**config.mk**
```make
export PLATFORM = sky130hd
export DESIGN_NAME = sat_sub_accumulator
export DESIGN_NICKNAME = d
export VERILOG_FILES = /design/src/rtl/sat_sub_accumulator.sv
export SDC_FILE = /design/constraint.sdc
export NUM_CORES = 1
export LEC_CHECK = 0
export CAP_MARGIN = 20
export CORE_MARGIN = 2
export CORE_UTILIZATION = 50
export DETAILED_ROUTE_END_ITERATION = 6
export GPL_TIMING_DRIVEN = 0
export PLACE_DENSITY = 0.82
export SYNTH_ARGS = -nofsm -noshare
export SYNTH_HDL_FRONTEND = slang
export SYNTH_SLANG_ARGS = --single-unit
export TNS_END_PERCENT = 10
```
**constraint.sdc**
```tcl
create_clock -name clk -period 8.5 [get_ports clk]
set_input_delay 1.7 -clock clk [delete_from_list [all_inputs] [get_ports clk]]
set_output_delay 1.7 -clock clk [all_outputs]
set_load 0.01 [all_outputs]
```
**src/rtl/sat_sub_accumulator.sv**
```systemverilog
// Frame accumulator: adds/subtracts NUM_TERMS signed terms with per-step saturation,
// then presents the result until handshaken. Define SAT_SUB_ACC_SAT_FLAG_EN for a sticky out_sat.
module sat_sub_accumulator #(
    parameter int WIDTH     = 32,
    parameter int NUM_TERMS = 16
) (
    input  logic             clk,
    input  logic             rst_n,
    input  logic             in_valid,
    output logic             in_ready,
    input  logic [WIDTH-1:0] in_data,
    input  logic             in_sub,
    output logic             out_valid,
    input  logic             out_ready,
    output logic [WIDTH-1:0] out_data,
    output logic             out_sat
);

    localparam int CNT_W = (NUM_TERMS > 1) ? $clog2(NUM_TERMS) : 1;
    localparam logic [CNT_W-1:0] LAST    = CNT_W'(NUM_TERMS - 1);
    localparam logic [WIDTH-1:0] MAX_POS = {1'b0, {(WIDTH-1){1'b1}}};
    localparam logic [WIDTH-1:0] MAX_NEG = {1'b1, {(WIDTH-1){1'b0}}};

    typedef enum logic {ACCUM = 1'b0, DONE = 1'b1} state_t;

    state_t           state, state_nxt;
    logic [WIDTH-1:0] acc;
    logic [WIDTH-1:0] step_val;
    logic [CNT_W-1:0] cnt;
    logic [WIDTH:0]   ext_acc, ext_in, sum;
    logic             ovf;
    logic             accept, take, last;

    // One extra sign bit makes overflow visible as a disagreement of the top two bits.
    always_comb begin
        ext_acc  = {acc[WIDTH-1], acc};
        ext_in   = {in_data[WIDTH-1], in_data};
        sum      = in_sub ? (ext_acc - ext_in) : (ext_acc + ext_in);
        ovf      = sum[WIDTH] ^ sum[WIDTH-1];
        step_val = sum[WIDTH-1:0];
        if (ovf)
            step_val = sum[WIDTH] ? MAX_NEG : MAX_POS;
    end

    always_comb begin
        state_nxt = state;
        in_ready  = 1'b0;
        out_valid = 1'b0;
        case (state)
            ACCUM: begin
                in_ready = 1'b1;
                if (in_valid && last)
                    state_nxt = DONE;
            end
            DONE: begin
                out_valid = 1'b1;
                if (out_ready)
                    state_nxt = ACCUM;
            end
            default: state_nxt = ACCUM;
        endcase
    end

    assign accept = in_valid && in_ready;
    assign take   = out_valid && out_ready;
    assign last   = (cnt == LAST);

    always_ff @(posedge clk or negedge rst_n) begin
        if (!rst_n)
            state <= ACCUM;
        else
            state <= state_nxt;
    end

    always_ff @(posedge clk or negedge rst_n) begin
        if (!rst_n) begin
            acc      <= '0;
            cnt      <= '0;
            out_data <= '0;
        end else if (accept) begin
            acc <= step_val;
            cnt <= last ? '0 : cnt + CNT_W'(1);
            if (last)
                out_data <= step_val;
        end else if (take) begin
            acc <= '0;
        end
    end

`ifdef SAT_SUB_ACC_SAT_FLAG_EN
    // Sticky across the frame; frozen in DONE because no term is accepted there.
    logic sat_flag;

    always_ff @(posedge clk or negedge rst_n) begin
        if (!rst_n)
            sat_flag <= 1'b0;
        else if (accept)
            sat_flag <= sat_flag | ovf;
        else if (take)
            sat_flag <= 1'b0;
    end

    assign out_sat = sat_flag;
`else
    assign out_sat = 1'b0;
`endif

endmodule

```
=== After elaboration in Yosys (flattened, before gate mapping) ===
Index checks and enable logic that the tools add are counted.

* $add $sub $neg: 3
* Multiply operators: 0
* Div/mod/pow operators: 0
* Magnitude comparators: 0
* Equal/unequal tests: 1
* Shift operators: 0
* Muxes and demuxes: 11
* Bitwise gates (word level): 2
* Reductions and logical operators: 5

{| class="wikitable"
|+ Operators by type and width
! operator !! number
|-
| $mux W32 || 4
|-
| $add A32 B32 Y33 || 1
|-
| $mux W33 || 1
|-
| $sub A32 B32 Y33 || 1
|-
| $add A4 B1 Y4 const B || 1
|-
| $eq A4 B4 Y1 const B || 1
|-
| $mux W1 || 4
|-
| $mux W4 || 1
|-
| $logic_and A1 B1 Y1 || 3
|-
| $pmux W1 S2 || 1
|-
| $reduce_and A2 Y1 || 1
|-
| $reduce_bool A2 Y1 || 1
|-
| $not A1 Y1 || 1
|-
| $xor A1 B1 Y1 || 1
|}

* Flip-flop bits (word level): 69
* Bits in latches: 0
* Bits in writable memories: 0
* ROM bits: 0
* Input port bits: 37
* Output and inout port bits: 35
* Memories: 0

=== Logic depth before layout (Yosys ltp) ===
* Word-level depth: 5
* Depth in mapped cells: 19

=== Worst setup path before layout ===
OpenSTA, ideal clock, no wires.

* Kind: input to register
* Start point: input port in_data[12]
* End point: register out_data[12]
* Setup time: 133 ps
* Arrival: 6,011 ps
* Data required time: 8,367 ps
* Slack: 2,356 ps
* Cell stages on the path: 17
* Path buffers: 2
* Cell sequence: or4_1 -> or4_4 -> nor4_1 -> nor2_1 -> xnor2_1 -> ha_1 -> clkbuf_1 -> a21oi_1 -> o21ai_1 -> a21o_1 -> a2111oi_0 -> o22ai_1 -> or3_1 -> and2_1 -> o21ai_1 -> clkbuf_1 -> o21ai_0

* Longest elaborated chain between the ends: 4
* Elaborated cells between the ends (all ways): 6

{| class="wikitable"
|+ Ends and longest elaborated chain
! what !! RTL line !! source
|-
| start: declaration || 11 || <nowiki>input logic [WIDTH-1:0] in_data,</nowiki>
|-
| $add A32 B32 Y33 / $sub A32 B32 Y33 (equally long branches) || 38 || <nowiki>sum = in_sub ? (ext_acc - ext_in) : (ext_acc + ext_in);</nowiki>
|-
| $mux W33 * || 38 ||
|-
| $mux W32 / $xor A1 B1 Y1 (equally long branches) || 42, 39 ||
|-
| $mux W32 * || 41 || <nowiki>if (ovf)</nowiki>
|-
| end signal: assignment || 84 || <nowiki>out_data <= step_val;</nowiki>
|-
| end: declaration || 15 || <nowiki>output logic [WIDTH-1:0] out_data,</nowiki>
|}

Every way passes the cells marked *; elsewhere a longest branch is shown, timed or not.
A chain may end at the register's enable or synchronous reset.

=== Final worst setup path ===
* Start point: input port in_data[11]
* End point: register out_data[19]

The elaborated chain is that of the path after synthesis.

==> out/results.tsv <==
metric	value	unit
hold buffers post-CTS	0	
Via Count	5037	
Worst Setup Start Kind	input port	
final setup vio count	0	
M3 GR Usage	0.0470	
PD cells	428	nW/um2
number of synthesized register bits	69	
worst min-delay path class	reg -> reg	
I/O pin cnt	72	
max cap viols	0	
RePlAce Congestion	0.951	
worst-margin pin slew	0.895	ns
CP Capture Type	flip-flop	
Netlist cell types	58	
1st-pass router iterations	5	
Seq/Total Area, Yosys	0.336	
maximum VDD drop	0.000188	V
initial antenna violation count	0	
Clock Sinks	69	
placed cell area	6000	um2
vias per inst	5.95	
asr flop ratio synth	1.00	
CTS tree	built	
# DRC	0	
syn nets	697	
Hold Vio Cnt, Final	0	
worst clock skew	0.0162	ns
status	complete, no violations	
number of enable flip-flop cells after synthesis	0	
GRT Total Usage	0.287	
R2R Path End	out_data[19]	
CTS-repair resized insts	0	
Slew Limit Fails	0	
post-layout min period	7.51	ns
Reg clk slew, reported paths	0.09	ns
IO buf count	69	
Worst Reg-to-Reg Cells	12	
later-pin clock latency in the skew report	0.38	ns
Final Net Count	777	
worst r2r src	acc[24]	
Antenna Nets Post-Route	0	
largest net degree at the start of global routing	70	
Yosys warning count	0	
Ant. Diodes	0	
layout cells sized above 1	0.0493	
Final Cell Area	6190	um2
die area	11100	um2
FMAX	133	MHz
Hold Path End	out_data[28]	
Die H	105	um
area grow syn2layout	20.4	%
vias in the first global route	4847	
root buffer cell	clkbuf_8	
fill count	907	
core outline area	10100	um2
Reg area	1730	um2
CP Class	in -> reg	
area of the multi-input gates	3210	um2
final setup TNS	0	ns
H-tree levels	3	
Mapped Area	5140	um2
GR Layer Usage met2	0.474	
Routed wire per std cell	18.5	um
Initial Utilization	0.507	
hold_sp	out_data[28]	
Reg2Reg Setup Slack	4.46	ns
CP arrival	7.74	ns
die width	105	um
initial drt markers	340	
RSZ-0062 raised after global routing	false	
Tcrit/Tclk final	0.884	
Hold Crit Depth	2	
Post-CTS Setup Inserts	0	
clock buffer depth	2	
met1 usage	0.387	
CP Max Fanout	10	
gr ovfl total	0	
CTS Buf Count	9	
Slew headroom	0.403	
GR peak layer	met2	
Setup crit start	in_data[11]	
syn avg cell area	8.22	um2
final WL	15.6	mm
cell count after synthesis	625	
LEAKAGE	2.60	nW
first-pass GRT wire length	24.8	mm
ys flop type	dfrtp_1	
Site Rows	37	
Data required, critical path	8.73	ns
placed wire-length estimate	12.1	mm
-- Yosys cell counts, drive strengths merged (2+ instances only) --
library cell / n / area, um2
xor2: 14 / 123
and3: 4 / 25.0
ha: 34 / 425
buf: 6 / 35.0
a21o: 6 / 45.0
a31oi: 9 / 56.3
nor4: 2 / 12.5
and2: 8 / 50.1
dfrtp: 69 / 1730
a2111oi: 2 / 17.5
nor2: 41 / 164
a221o: 8 / 80.1
or3: 3 / 18.8
and4: 4 / 35.0
a21oi: 77 / 385
a211oi: 4 / 30.0
a21boi: 2 / 15.0
o21a: 2 / 15.0
nor3: 11 / 55.1
xnor2: 49 / 437
o21ai: 73 / 365
a22o: 9 / 78.8
o41ai: 2 / 25.0
nand2b: 2 / 12.5
maj3: 2 / 22.5
inv: 20 / 75.1
nand4: 9 / 56.3
nand2: 83 / 312
nand3: 7 / 35.0
or4: 5 / 41.3
o211ai: 10 / 75.1
nor2b: 5 / 31.3
o21bai: 2 / 15.0
clkbuf: 25 / 93.8
-- worst max path at each step --
stage / to / slack [ns] / cells after the start
2_1_floorplan: out_data[12] / 2.36 / 17
3_3_place_gp: out_data[18] / 0.74 / 18
3_5_place_dp: out_data[19] / 0.65 / 18
4_1_cts: out_data[19] / 1.01 / 18
5_1_grt: out_data[19] / 0.55 / 18
6_report: out_data[19] / 0.99 / 18
-- where the power goes --
group	total, W	switching [W]	internal [W]
clock	0.000275	0.000162	0.000113
combinational	0.00176	0.00105	0.000710
sequential	0.000609	0.000116	0.000493
total	0.00265	0.00133	0.00132
-- worst max-delay path, stage by stage --
cell and delay, ns:
clkdlybuf4s50_1 0.49, or4_1 0.58, or4_4 0.56, nor4_1 0.63, nor2_1 0.12, xnor2_1 0.16, ha_1 0.27, clkbuf_1 0.17
a21oi_1 0.27, o21ai_1 0.13, a21o_1 0.18, a2111oi_0 0.41, o22ai_1 0.17, or3_1 0.42, and2_1 0.21, o21ai_1 0.59
clkbuf_1 0.48, o21ai_0 0.18
-- layer usage --
metal	wire (um)	vias to the layer above
met3	927	28
met1	6820	2423
met4	313	0
met2	7590	184
met5	0	-
li1	-	2402
-- cell families after synthesis --
kind of cell	count (synthesis)	synth area share
buffers and inverters	51	0.0397
adders and majority gates	37	0.0911
AOI/OAI and AO/OA	216	0.252
xor gates and xnor gates	63	0.109
and+or+nand+nor	186	0.168
DFF	69	0.336
muxes	2	0.00414
other	1	0.000730
-- state kept, by name, indices dropped and copies added, names as in the netlist --
register  count
out_data     32
acc          32
cnt           4
state         1
-- layout make-up --
type | instances | share of cell area
buffer | 31 | 0.0208
clock buffer | 9 | 0.0200
clock inverter | 7 | 0.0107
inverter | 20 | 0.0121
multi-input combinational | 505 | 0.519
sequential | 69 | 0.279
tap | 136 | 0.0275
timing repair buffer | 69 | 0.111
-- layout by cell type (no fill, tap or decap), types with 10 or more instances in the layout --
master           Yosys  final
a21oi_1             77     77
clkbuf_1            25     25
nor2_1              39     39
clkdlybuf4s50_1      0     68
o21ai_0             45     45
xor2_1              14     14
dfrtp_1             69     69
o21ai_1             28     28
o211ai_1            10     10
ha_1                34     34
nor3_1              11     11
inv_1               19     19
nand2_1             83     83
xnor2_1             48     48
-- stage by stage --
step	instances	utilization	setup slack [ns]	power [W]	hold slack, ns
CTS	846	0.610	1.01	0.00262	0.498
finish	846	0.610	0.990	0.00265	0.492
global route	846	0.610	0.546	0.00284	0.519
floorplan	625	-	2.36	0.00177	0.462
detailed placement	830	0.592	0.645	0.00234	0.478
global placement	830	0.592	0.744	0.00230	0.465
(Power assumes the default switching activity.)
